[config.mk]
export PLATFORM = sky130hd
export DESIGN_NAME = hls_run_sequencer
export DESIGN_NICKNAME = d
export VERILOG_FILES = /design/src/rtl/hls_seq_pkg.sv /design/src/rtl/hls_cycle_watchdog.sv /design/src/rtl/hls_run_sequencer.sv
export SDC_FILE = /design/constraint.sdc
export NUM_CORES = 1
export LEC_CHECK = 0
export CORE_MARGIN = 2
export CORE_UTILIZATION = 34
export CTS_BUF_LIST = sky130_fd_sc_hd__clkbuf_16
export CTS_CLUSTER_SIZE = 14
export DETAILED_ROUTE_END_ITERATION = 7
export MAX_ROUTING_LAYER = met4
export PLACE_DENSITY = 0.65
export SYNTH_ARGS = -nofsm -noshare
export SYNTH_HDL_FRONTEND = slang
export SYNTH_SLANG_ARGS = --single-unit
export TNS_END_PERCENT = 1
[constraint.sdc]
create_clock -name clock -period 6.35 [get_ports clock]
set_input_delay 0.635 -clock clock [delete_from_list [all_inputs] [get_ports clock]]
set_output_delay 0.635 -clock clock [all_outputs]
set_load 0.01 [all_outputs]
[src/rtl/hls_seq_pkg.sv]
// Shared op codes, response status codes and sequencer state encoding
// for the Bambu accelerator host-side run sequencer.
package hls_seq_pkg;

   localparam logic [1:0] OP_WR  = 2'b00;
   localparam logic [1:0] OP_RD  = 2'b01;
   localparam logic [1:0] OP_RUN = 2'b10;

   localparam logic [1:0] ST_OK      = 2'b00;
   localparam logic [1:0] ST_TIMEOUT = 2'b01;
   localparam logic [1:0] ST_ILLEGAL = 2'b10;

   typedef enum logic [2:0] {
      S_IDLE   = 3'd0,
      S_MEM_WR = 3'd1,
      S_MEM_RD = 3'd2,
      S_START  = 3'd3,
      S_RUN    = 3'd4,
      S_RESP   = 3'd5
   } seq_state_e;

endpackage

[src/rtl/hls_cycle_watchdog.sv]
// Clear/enable saturating cycle counter. count_next is the value the counter
// takes at the coming edge; limit_hit flags that value reaching LIMIT.
module hls_cycle_watchdog #(
   parameter int          CYC_W = 32,
   parameter int unsigned LIMIT = 16
) (
   input  logic             clock,
   input  logic             reset,
   input  logic             clear,
   input  logic             enable,
   output logic [CYC_W-1:0] count_next,
   output logic             limit_hit
);

   logic [CYC_W-1:0] count;

   always_comb begin
      count_next = count;
      if (clear)
         count_next = '0;
      else if (enable && (count != '1))
         count_next = count + CYC_W'(1);
   end

   assign limit_hit = enable && !clear && (count_next == CYC_W'(LIMIT));

   always_ff @(posedge clock or posedge reset) begin
      if (reset)
         count <= '0;
      else
         count <= count_next;
   end

endmodule

[src/rtl/hls_run_sequencer.sv]
// Host-side sequencer: turns serialized write/read/run commands into slave-RAM
// transactions on channel 0 and a timed start/done run of the accelerator.
module hls_run_sequencer
   import hls_seq_pkg::*;
#(
   parameter int          ADDR_W      = 8,
   parameter int          DATA_W      = 64,
   parameter int          SIZE_W      = 7,
   parameter int          CYC_W       = 32,
   parameter int unsigned RUN_TIMEOUT = 200000000,
   parameter int unsigned MEM_TIMEOUT = 16
) (
   input  logic                  clock,
   input  logic                  reset,
   input  logic                  cmd_valid,
   output logic                  cmd_ready,
   input  logic [1:0]            cmd_op,
   input  logic [ADDR_W-1:0]     cmd_addr,
   input  logic [DATA_W-1:0]     cmd_wdata,
   input  logic [SIZE_W-1:0]     cmd_size,
   output logic                  rsp_valid,
   input  logic                  rsp_ready,
   output logic [DATA_W-1:0]     rsp_data,
   output logic [1:0]            rsp_status,
   output logic                  busy,
   output logic                  start_port,
   input  logic                  done_port,
   output logic [1:0]            S_oe_ram,
   output logic [1:0]            S_we_ram,
   output logic [2*ADDR_W-1:0]   S_addr_ram,
   output logic [2*DATA_W-1:0]   S_Wdata_ram,
   output logic [2*SIZE_W-1:0]   S_data_ram_size,
   input  logic [2*DATA_W-1:0]   Sout_Rdata_ram,
   input  logic [1:0]            Sout_DataRdy
);

   localparam logic [2:0] IDLE   = S_IDLE;
   localparam logic [2:0] MEM_WR = S_MEM_WR;
   localparam logic [2:0] MEM_RD = S_MEM_RD;
   localparam logic [2:0] START  = S_START;
   localparam logic [2:0] RUN    = S_RUN;
   localparam logic [2:0] RESP   = S_RESP;

   logic [2:0]        state, state_nxt;
   logic [DATA_W-1:0] rsp_data_nxt;
   logic [1:0]        rsp_status_nxt;
   logic [ADDR_W-1:0] addr_q;
   logic [DATA_W-1:0] wdata_q;
   logic [SIZE_W-1:0] size_q;
   logic              we_q, oe_q;
   logic              accept;
   logic              in_mem;
   logic [CYC_W-1:0]  run_count_next, mem_count_unused;
   logic              run_hit, mem_hit;
   logic              unused_ch1;

   // Both channels transfer only on a cycle where valid and ready are high
   // together; valid never depends on ready, and payloads are held until then.
   assign accept = cmd_valid && cmd_ready;
   assign in_mem = (state == MEM_WR) || (state == MEM_RD);

   hls_cycle_watchdog #(.CYC_W(CYC_W), .LIMIT(RUN_TIMEOUT)) u_run_wd (
      .clock      (clock),
      .reset      (reset),
      .clear      (state == START),
      .enable     (state == RUN),
      .count_next (run_count_next),
      .limit_hit  (run_hit)
   );

   hls_cycle_watchdog #(.CYC_W(CYC_W), .LIMIT(MEM_TIMEOUT)) u_mem_wd (
      .clock      (clock),
      .reset      (reset),
      .clear      (accept),
      .enable     (in_mem),
      .count_next (mem_count_unused),
      .limit_hit  (mem_hit)
   );

   always_comb begin
      state_nxt      = state;
      rsp_data_nxt   = rsp_data;
      rsp_status_nxt = rsp_status;
      case (state)
         IDLE: begin
            if (accept) begin
               case (cmd_op)
                  OP_WR:   state_nxt = MEM_WR;
                  OP_RD:   state_nxt = MEM_RD;
                  OP_RUN:  state_nxt = START;
                  default: begin
                     state_nxt      = RESP;
                     rsp_status_nxt = ST_ILLEGAL;
                     rsp_data_nxt   = '0;
                  end
               endcase
            end
         end
         MEM_WR, MEM_RD: begin
            // A completion in the same cycle as the limit still counts as success.
            if (Sout_DataRdy[0]) begin
               state_nxt      = RESP;
               rsp_status_nxt = ST_OK;
               rsp_data_nxt   = (state == MEM_RD) ? Sout_Rdata_ram[DATA_W-1:0] : '0;
            end else if (mem_hit) begin
               state_nxt      = RESP;
               rsp_status_nxt = ST_TIMEOUT;
               rsp_data_nxt   = '0;
            end
         end
         START: state_nxt = RUN;
         RUN: begin
            if (done_port) begin
               state_nxt      = RESP;
               rsp_status_nxt = ST_OK;
               rsp_data_nxt   = DATA_W'(run_count_next);
            end else if (run_hit) begin
               state_nxt      = RESP;
               rsp_status_nxt = ST_TIMEOUT;
               rsp_data_nxt   = DATA_W'(run_count_next);
            end
         end
         RESP: begin
            if (rsp_ready) state_nxt = IDLE;
         end
         default: state_nxt = IDLE;
      endcase
   end

   // Every output is a register decoded from the next state.
   always_ff @(posedge clock or posedge reset) begin
      if (reset) begin
         state      <= IDLE;
         cmd_ready  <= 1'b0;
         busy       <= 1'b0;
         start_port <= 1'b0;
         we_q       <= 1'b0;
         oe_q       <= 1'b0;
         rsp_valid  <= 1'b0;
         rsp_data   <= '0;
         rsp_status <= '0;
         addr_q     <= '0;
         wdata_q    <= '0;
         size_q     <= '0;
      end else begin
         state      <= state_nxt;
         cmd_ready  <= (state_nxt == IDLE);
         busy       <= (state_nxt != IDLE);
         start_port <= (state_nxt == START);
         we_q       <= (state_nxt == MEM_WR);
         oe_q       <= (state_nxt == MEM_RD);
         rsp_valid  <= (state_nxt == RESP);
         rsp_data   <= rsp_data_nxt;
         rsp_status <= rsp_status_nxt;
         if (accept) begin
            addr_q  <= cmd_addr;
            wdata_q <= cmd_wdata;
            size_q  <= cmd_size;
         end
      end
   end

   assign S_we_ram        = {1'b0, we_q};
   assign S_oe_ram        = {1'b0, oe_q};
   assign S_addr_ram      = {{ADDR_W{1'b0}}, addr_q};
   assign S_Wdata_ram     = {{DATA_W{1'b0}}, wdata_q};
   assign S_data_ram_size = {{SIZE_W{1'b0}}, size_q};

   assign unused_ch1 = ^{Sout_Rdata_ram[2*DATA_W-1:DATA_W], Sout_DataRdy[1]};

endmodule

## After elaboration in Yosys (flattened, before gate mapping)

Index checks and enable logic that the tools add are counted.

- Flip-flop bits (word level): 218
- Logic and storage cells: 80
- Bits of input ports: 216
- Output and inout bits: 232

- Add/subtract/negate cells: 2
- Reduce and logical (&&, ||, !) cells: 18
- Eq/ne operators: 19
- Muxes and demuxes: 27

Operators with widths:

| kind | count |
|---|---|
| $mux 64 | 7 |
| $pmux 64 s3 | 1 |
| $mux 32 | 4 |
| $add 32x1->32 const B | 2 |
| $ne 32x32->1 const B | 2 |
| $eq 32x28->1 const B | 1 |
| $eq 32x5->1 const B | 1 |
| $mux 3 | 6 |
| $pmux 3 s5 | 1 |
| $eq 3x2->1 const B | 4 |
| $mux 2 | 6 |
| $eq 3x3->1 const B | 3 |
| $pmux 3 s3 | 1 |
| $logic_and 1x1->1 | 7 |
| $eq 3x1->1 const B | 2 |
| $logic_not 3->1 | 2 |
| $ne 3x3->1 const B | 2 |
| $pmux 2 s3 | 1 |
| $reduce_bool 3->1 | 2 |
| $reduce_and 5->1 | 1 |
| $reduce_or 3->1 | 1 |
| $eq 2x1->1 const B | 1 |
| $eq 2x2->1 const B | 1 |
| $logic_not 1->1 | 2 |
| 5 further kinds | 5 |

## Longest topological paths before layout

Gate-level depths: netlist of run 1.

- Word-level depth: 11
- Gate-level depth with buffers: 15
- Gate-level depth less buffers: 12

## Cells and area by module

Synthesis of run 1 repeated with hierarchy kept, for this count alone.

- Cell total of the unflattened synthesis: 947
- Area total of the unflattened synthesis: 10,914.2 sq um

Modules (own cells, without submodules):

| module | instances | area an instance (sq um) | sequential area each (sq um) | cells each |
|---|---|---|---|---|
| hls_run_sequencer | 1 | 6,766.5 | 3,853.7 | 490 |
| hls_cycle_watchdog (u_run_wd) | 1 | 2,135.8 | 800.8 | 235 |
| hls_cycle_watchdog (u_mem_wd) | 1 | 2,011.9 | 800.8 | 222 |

## Worst setup path before layout of run 1

OpenSTA, ideal clock, no wires.

- Kind: flip-flop to flip-flop
- Start point: register u_mem_wd.count[0]
- End point: register rsp_data[32]
- Setup time: 0.121 ns
- Arrival time: 3.731 ns
- Path buffers: 3
- Stages on the path, launching flop included: 15
- Data required time: 6.229 ns
- Clock period less this slack: 3.852 ns
- Path slack: 2.498 ns
- Cell sequence: dfrtp_1 -> ha_1 -> and3_1 -> and4_4 -> buf_4 -> a31oi_4 -> nand3_2 -> or3_1 -> a2111o_1 -> nor4b_2 -> a211oi_2 -> or3_1 -> buf_6 -> buf_8 -> a22o_1

- Word-level cells in the longest chain between the ends: 8
- Elaborated cells between the ends (all ways): 9
- Those cells by class: add/sub: 1; eq/ne: 3; mux: 2; reduce/logical: 3

RTL lines:

| what | RTL line | RTL |
|---|---|---|
| start, declared | hls_cycle_watchdog.sv:15 | `logic [CYC_W-1:0] count;` |
| start signal, assigned | hls_cycle_watchdog.sv:31 | `count <= count_next;` |
| parallel branches: the longest is 2 deep, another holds $add 32x1->32 | -- |  |
| $mux 32 (*) | hls_cycle_watchdog.sv:21 | `else if (enable && (count != '1))` |
| $mux 32 (*) | hls_cycle_watchdog.sv:19 | `if (clear)` |
| $eq 32x5->1 (*) | hls_cycle_watchdog.sv:25 | `assign limit_hit = enable && !clear && (count_next == CYC_W'(LIMIT));` |
| $logic_and 1x1->1 (*) | hls_cycle_watchdog.sv:25 |  |
| $ne 3x3->1 (no source line) (*) | -- |  |
| $reduce_and 5->1 (no source line) (*) | -- |  |
| end signal, assigned | hls_run_sequencer.sv:153 | `rsp_data <= rsp_data_nxt;` |
| end, declared | hls_run_sequencer.sv:23 | `output logic [DATA_W-1:0] rsp_data,` |

Every way passes the cells marked *.
A chain may end at the register's enable or synchronous reset.

## Worst setup path after layout of run 1

- Start point: register u_run_wd.count[0]
- End point: register rsp_data[58]

- Word-level cells in the longest chain between the ends: 8
- Elaborated cells between the ends (all ways): 9
- Those cells by class: add/sub: 1; eq/ne: 3; mux: 2; reduce/logical: 3

RTL lines:

| what | RTL line | RTL |
|---|---|---|
| start, declared | hls_cycle_watchdog.sv:15 |  |
| start signal, assigned | hls_cycle_watchdog.sv:31 |  |
| parallel branches: the longest is 2 deep, another holds $add 32x1->32 | -- |  |
| $mux 32 (*) | hls_cycle_watchdog.sv:21 |  |
| $mux 32 (*) | hls_cycle_watchdog.sv:19 |  |
| net run_count_next[1] | hls_run_sequencer.sv:53 | `logic [CYC_W-1:0] run_count_next, mem_count_unused;` |
| $eq 32x28->1 (*) | hls_cycle_watchdog.sv:25 |  |
| $logic_and 1x1->1 (*) | hls_cycle_watchdog.sv:25 |  |
| $ne 3x3->1 (no source line) (*) | -- |  |
| $reduce_and 5->1 (no source line) (*) | -- |  |

Mark *: on every way through the listed nets, which the timed path passes.

==> impl_metrics.toml, run 1 <==
[run_status]
run_status = "completed"

[worst_setup_path]
worstPathRequired_ns = 6.77
critical_path.cell_chain = "ha_1 > and4_1 > nand4_1 > nor3_1 > o22ai_1 > nor4_1 > nand4_1 > nor4_1 > nor3_1 > or3_1 > a22o_1"
endpoint_kind = "flip-flop"
crit_family = "simple AND/OR/NAND/NOR gates"
crit_path_max_fanout = 32
startpoint_kind_of_the_worst_setup_timing_path = "flip-flop"
cpPeakStageDelay_ns = 0.97
timing.critical_path.buf_inv = 0
path_class = "flip-flop to flip-flop"
worstPathArrival_ns = 5.83
crit_path_top_delay_cell = "sky130_fd_sc_hd__nor3_1"

[sta]
slew_viol_final = 0
fin_setup_tns_ns = 0
finalSetupViolations = 0
timing.clock.skew_ns = 0.0236
slew_headroom_pct = 23.9
fmax_mhz = 185
timing.final.hold_violations = 0
setup_repair_after_global_routing_missed_its_margin = "no"
fin_crit_sh_pct = 85.2
final.min_clock_period_ns = 5.41
worst-slew-pin-transition_ns = 1.14

[place]
postPlaceCellArea_mm2 = 0.0142
place.detailed.hpwl_mm = 22.1
io_buffer_count = 301
gpl.final_weighted_congestion = 0.913

[die]
boundaryPins = 448
core.rowCount = 66
design.die.area_mm2 = 0.0345
chipHeight_um = 186
die-width_um = 186
start_util_pct = 34.5
core_area_mm2 = 0.0325

[power]
clockPowerShare_pct = 26.5
share_comb_of_total_power_pct = 35.8
total_leakage_power_nw = 6.77
relative_contribution_of_sequential_cells_to_total_power_pct = 37.8
pwr_density_cell_mw_per_mm2 = 349
netSwitchingFraction_pct = 35.2
p_int_mw = 3.40
netSwitchingPower_mw = 1.85
vdd_ir_drop_max_uv = 248

[clock_tree]
post-cts-setup-buffer-count = 0
clock_insertion_delay_worst_skew_ns = 0.55
cts-resized-gates = 0
ctsHoldBuffers = 0
cts_tree = "built"
cts_max_level = 1
clock_sink_count = 218
number_of_buffers_added_by_the_clock_tree_synthesis_step = 26
clk_path_buf_depth = 3
cts-root-buf = "sky130_fd_sc_hd__clkbuf_16"
cts.clk_slew.worst_paths_ns = 0.06

[synthesis]
netlist_top_cells_area = "sky130_fd_sc_hd__dfrtp_1 49%, sky130_fd_sc_hd__nand2_1 10%, sky130_fd_sc_hd__buf_4 5.9%"
seq_area_frac_synth_pct = 48.6
ys_warn_count = 0
synth_ff_type = "sky130_fd_sc_hd__dfrtp_1"
synthesis.area_mm2 = 0.0112
synthCells = 1210
yosysUniqueCellTypes = 75
synthesis.area_per_instance_um2 = 9.29
portion_of_synthesized_cell_area_occupied_by_the_leading_cell_type_pct = 48.6
synth_top_cell_by_area = "sky130_fd_sc_hd__dfrtp_1"
postSynthRegisterBits = 218
synth_edf_count = 0
ys_async_sr_fraction_pct = 100

[grt]
global_route_wire_length_before_repair_mm = 49.2
grt_pass1_vias = 8988
grt_overflow = 0
grt.total_usage_pct = 18.2
antenna_violations_before_repair = 2
pin_count_of_the_biggest_net_entering_global_routing = 187

[drt]
finalWirelength_mm = 31.7
drc = 0
drt.antenna.violating_nets = 0
detail_route.first_pass.iterations = 5
routed_wire_length_per_instance_um = 16.3
drtIter0Drc = 651
post_drt_via_cell_ratio = 4.91
num_vias = 9535

[finish]
design_area_mm2 = 0.0150
fill_cells = 3139
area_growth_pct = 33.7
fin_nets = 1697
post_route_cells_drive_above_1_share_pct = 6.48

[worst_hold_path]
timing.hold.worst.class = "flip-flop to flip-flop"

[job]
cap_violations = 0
## cell type report
class / instances / area [um^2] / area share [%]
tap: 442 / 553 / 3.68
antenna: 2 / 5.00 / 0.0333
inverter: 20 / 78.8 / 0.525
clock inverter: 22 / 146 / 0.974
timing repair buffer: 309 / 3090 / 20.5
sequential: 218 / 5460 / 36.3
multi-input combinational: 901 / 5050 / 33.6
clock buffer: 26 / 651 / 4.33
## state kept, by name, indices dropped and copies added, names as in the netlist
| name | count |
|---|---|
| rsp_status | 2 |
| addr_q | 8 |
| rsp_data | 64 |
| u_run_wd.count | 32 |
| cmd_ready | 1 |
| u_mem_wd.count | 32 |
| rsp_valid | 1 |
| we_q | 1 |
| state | 3 |
| wdata_q | 64 |
| busy | 1 |
| size_q | 7 |
| oe_q | 1 |
| start_port | 1 |
## tightest hold or removal path, delay by kind of cell, from the launching register on
kind	cells	cell delay, ns
flip-flops	1	0.34
AND/OR/NAND/NOR	2	0.10
## placed cells by master (no fill, tap or decap), types with 16 or more instances in the layout
cell type | netlist | layout
sky130_fd_sc_hd__a22o_1 | 36 | 36
sky130_fd_sc_hd__nor3_1 | 26 | 25
sky130_fd_sc_hd__clkbuf_16 | 0 | 26
sky130_fd_sc_hd__and4_1 | 17 | 17
sky130_fd_sc_hd__nor2_1 | 77 | 77
sky130_fd_sc_hd__inv_1 | 20 | 23
sky130_fd_sc_hd__nand3_1 | 31 | 31
sky130_fd_sc_hd__dfrtp_1 | 218 | 218
sky130_fd_sc_hd__a21oi_1 | 16 | 16
sky130_fd_sc_hd__xor2_1 | 17 | 17
sky130_fd_sc_hd__conb_1 | 1 | 81
sky130_fd_sc_hd__nand2_1 | 310 | 309
sky130_fd_sc_hd__xnor2_1 | 33 | 33
sky130_fd_sc_hd__clkdlybuf4s50_1 | 0 | 301
sky130_fd_sc_hd__o21ai_0 | 36 | 36
sky130_fd_sc_hd__nand4_1 | 34 | 34
sky130_fd_sc_hd__mux2_2 | 31 | 31
## metrics by stage
stage                     util [%]  hold WS, ns  power (mW)  setup slack [ns]  instances
after floorplan                  -        0.514        3.03              2.50       1290
after global placement        43.7        0.457        3.87              1.06       1890
after detailed placement      43.7        0.461        3.90              1.01       1890
after CTS                     46.2        0.475        5.33             0.988       1938
after global routing          46.2        0.488        5.58             0.556       1940
final                         46.2        0.470        5.25             0.938       1940
## kinds of logic (layout without fill, tap and decap cells)
group | after synthesis | count (layout) | share of synthesized area [%]
AOI/OAI and AO/OA | 153 | 153 | 10.1
xor gates and xnor gates | 51 | 51 | 4.04
adders and majority gates | 5 | 5 | 0.557
buffers and inverters | 171 | 377 | 9.26
DFF | 218 | 218 | 48.6
muxes | 41 | 41 | 4.03
other | 1 | 83 | 0.0334
and+or+nand+nor | 570 | 570 | 23.5
## cells in the mapped netlist, drive strengths merged, types with 3 or more instances
master   count
o21ai       36
mux2i        7
and2        13
nand2      311
o31ai        6
a211oi       9
ha           5
nor4        16
a31oi       10
o2111ai      3
mux2        34
dfrtp      218
clkbuf      45
xor2        18
a22o        36
nand4       35
and4        19
or3          9
xnor2       33
nor3        27
nor2b        3
a2111oi      3
a21oi       16
or2          3
and3        15
nor2        77
a31o         3
buf        106
a311oi       4
nand3       32
inv         20
## power groups by stage
stage          Clock, mW  Combinational (mW)  Sequential (mW)
6_report            1.39                1.88             1.98
5_1_grt             1.48                2.06             2.03
4_1_cts             1.43                1.91             1.98
3_5_place_dp           0                1.90             2.00
3_3_place_gp           0                1.88             1.99
2_1_floorplan          0               0.974             2.06
## metal layers
| metal | wire length, um | GRT usage (%) |
|---|---|---|
| met1 | 13900 | 24.3 |
| met2 | 14400 | 27.7 |
| met3 | 2620 | 4.32 |
| met4 | 720 | 4.76 |
| met5 | 0 | - |
## final timing paths
path                                         from           end  slack [ns]  cells past startpoint
worst max register to register  u_run_wd.count[0]  rsp_data[58]        0.94                     11
worst min-delay path                  wdata_q[56]   wdata_q[56]        0.47                      2
max in group asynchronous                   reset   rsp_data[3]        4.22                      3
worst max-delay path            u_run_wd.count[0]  rsp_data[58]        0.94                     11
worst min register to register        wdata_q[56]   wdata_q[56]        0.47                      2
min in group asynchronous                   reset  rsp_data[58]        0.64                      2
Power figures use the tool's default switching activity.
==> run 2: changes to the inputs <==
- ABC_CLOCK_PERIOD_IN_PS: unset -> 6350
- CELL_PAD_IN_SITES_DETAIL_PLACEMENT: unset -> 0
- CELL_PAD_IN_SITES_GLOBAL_PLACEMENT: unset -> 2
- CORE_UTILIZATION: 34 -> 23
- PLACE_DENSITY: 0.65 -> 0.85
==> run 2 against run 1 <==
Effect of this change:
- register-to-register slack better by 0.18 ns
- sequential share of layout area shrank 0.60 points
- final cell count up 8.9%
- count of clock-buffer cells in the layout increased by 2
- highest routed layer unchanged
- largest power group unchanged
- hold slack improved by 0.0035 ns
- maximum frequency increased by 3.4%
==> impl_metrics.toml, run 2 (synthesis gave the netlist of run 1 again) <==
[worst_setup_path]
startpoint_kind_of_the_worst_setup_timing_path = "flip-flop"
worstPathRequired_ns = 6.79
reg2reg_setup_slack_ns = 1.11
cp_endpoint = "rsp_data[43]"
crit_path_top_delay_cell = "sky130_fd_sc_hd__or3_1"
crit_path_max_fanout = 32
worstPathArrival_ns = 5.67
timing.critical_path.from = "u_run_wd.count[0]"
path_class = "flip-flop to flip-flop"
crit-reg2reg-launch = "u_run_wd.count[0]"
rr_worst_depth = 11
endpoint_kind = "flip-flop"
cpPeakStageDelay_ns = 0.83
critical_path.cell_chain = "ha_1 > and4_1 > nand4_1 > o31ai_1 > nor3_1 > xnor2_1 > o2111ai_1 > nor4_1 > nor3_1 > or3_1 > a22o_1"
crit_path_frequent_cell = "sky130_fd_sc_hd__nor3_1"
timing.rr.end = "rsp_data[43]"

[clock_tree]
clock_insertion_delay_worst_skew_ns = 0.56
clock_sink_count = 218
clk_path_buf_depth = 3
cts.clk_slew.worst_paths_ns = 0.06
number_of_buffers_added_by_the_clock_tree_synthesis_step = 28
cts_tree = "built"
cts-resized-gates = 0
ctsHoldBuffers = 0
cts-root-buf = "sky130_fd_sc_hd__clkbuf_16"
cts_max_level = 1
post-cts-setup-buffer-count = 0

[finish]
final_cell_mix = "309 x sky130_fd_sc_hd__nand2_1, 301 x sky130_fd_sc_hd__clkdlybuf4s50_1, 218 x sky130_fd_sc_hd__dfrtp_1"
post_route_cells_drive_above_1_share_pct = 6.68
final_common_cell = "sky130_fd_sc_hd__nand2_1"
area_growth_pct = 36.0
design_area_mm2 = 0.0153
fill_cells = 4950
largest_registers = "rsp_data (64), wdata_q (64)"
antenna_cells_inserted = 0
final-instance-count-excl-fill = 2112
fin_nets = 1701

[die]
start_util_pct = 23.4
core.rowCount = 80
design.die.area_mm2 = 0.0506
die-width_um = 225
chipHeight_um = 225
core_area_mm2 = 0.0479
boundaryPins = 448

[sta]
slew_viol_final = 0
timing.final.hold_violations = 0
worst-slew-pin-transition_ns = 1.17
fin_setup_tns_ns = 0
finalSetupViolations = 0
slew_headroom_pct = 22.2
fmax_mhz = 191
setup_repair_after_global_routing_missed_its_margin = "no"
fin_crit_sh_pct = 82.4
final.min_clock_period_ns = 5.24
timing.clock.skew_ns = 0.0182

[power]
total_leakage_power_nw = 6.81
pwr_density_cell_mw_per_mm2 = 350
vdd_ir_drop_max_uv = 262

[grt]
global_route_wire_length_before_repair_mm = 54.5
grt_pass1_vias = 9467
pin_count_of_the_biggest_net_entering_global_routing = 123
antenna_violations_before_repair = 0
grt_overflow = 0
grt.total_usage_pct = 14.0

[drt]
detail_route.first_pass.iterations = 5
drt.antenna.violating_nets = 0
finalWirelength_mm = 35.4
num_vias = 9489
post_drt_via_cell_ratio = 4.49
routed_wire_length_per_instance_um = 16.8
drc = 0
drtIter0Drc = 580

[place]
postPlaceCellArea_mm2 = 0.0145
place.detailed.hpwl_mm = 24.9
gpl.final_weighted_congestion = 0.858
io_buffer_count = 301
placedCellCount = 2065

[run_status]
run_status = "completed"

[job]
cap_violations = 0

[worst_hold_path]
timing.hold.worst.class = "flip-flop to flip-flop"
run 2: cell types whose count changed in the layout (fill, tap and decap cells not counted), moves of 2 or more:
| cell | previous run | this run |
|---|---|---|
| sky130_fd_sc_hd__diode_2 | 2 | 0 |
| sky130_fd_sc_hd__buf_4 | 7 | 9 |
| sky130_fd_sc_hd__clkinv_2 | 5 | 3 |
| sky130_fd_sc_hd__clkbuf_16 | 26 | 28 |
| sky130_fd_sc_hd__clkinv_1 | 10 | 3 |
| sky130_fd_sc_hd__inv_1 | 23 | 28 |
run 2: critical path, delay by kind of cell (launching register included):
family                     cells  cell delay, ns
and+or+nand+nor                6            2.43
adders and majority gates      1            0.36
AOI/OAI and AO/OA              3            1.31
xor gates and xnor gates       1            0.54
DFF                            1            0.45
run 2: area by class of cell:
cell class / instances / area, um^2 / share of cell area [%]
tap: 615 / 769 / 5.04
inverter: 20 / 78.8 / 0.516
clock inverter: 19 / 123 / 0.803
multi-input combinational: 901 / 5050 / 33.1
clock buffer: 28 / 701 / 4.59
timing repair buffer: 311 / 3100 / 20.3
sequential: 218 / 5460 / 35.7
run 2: worst min-delay path by stage:
stage / start / endpoint / depth (start not counted)
CTS: wdata_q[18] / wdata_q[18] / 2
global placement: wdata_q[14] / wdata_q[14] / 2
detailed placement: wdata_q[17] / wdata_q[17] / 2
finish: addr_q[7] / addr_q[7] / 2
global route: wdata_q[24] / wdata_q[24] / 2
floorplan: addr_q[0] / addr_q[0] / 2
run 2: layer usage:
layer	wire [um]	vias to the layer above	track usage [%]
li1	-	4536	-
met1	16000	4553	18.6
met2	15700	366	21.0
met3	3170	34	3.87
met4	518	0	3.16
met5	0	-	-
run 2: per-stage QoR:
stage	hold slack (ns)	power [mW]	util (%)	setup WS, ns
6_report	0.473	5.34	31.9	1.11
5_1_grt	0.485	5.70	31.9	0.669
3_5_place_dp	0.462	3.93	30.1	1.12
2_1_floorplan	0.514	3.03	-	2.50
3_3_place_gp	0.459	3.92	30.1	1.23
4_1_cts	0.477	5.43	31.9	1.11
run 2: power by group:
| part | switching (mW) | leakage [nW] | internal [mW] | total (mW) |
|---|---|---|---|---|
| clock | 0.617 | 0.435 | 0.832 | 1.45 |
| sequential | 0.273 | 2.89 | 1.72 | 2.00 |
| combinational | 1.00 | 3.48 | 0.895 | 1.90 |
| total | 1.89 | 6.81 | 3.45 | 5.34 |
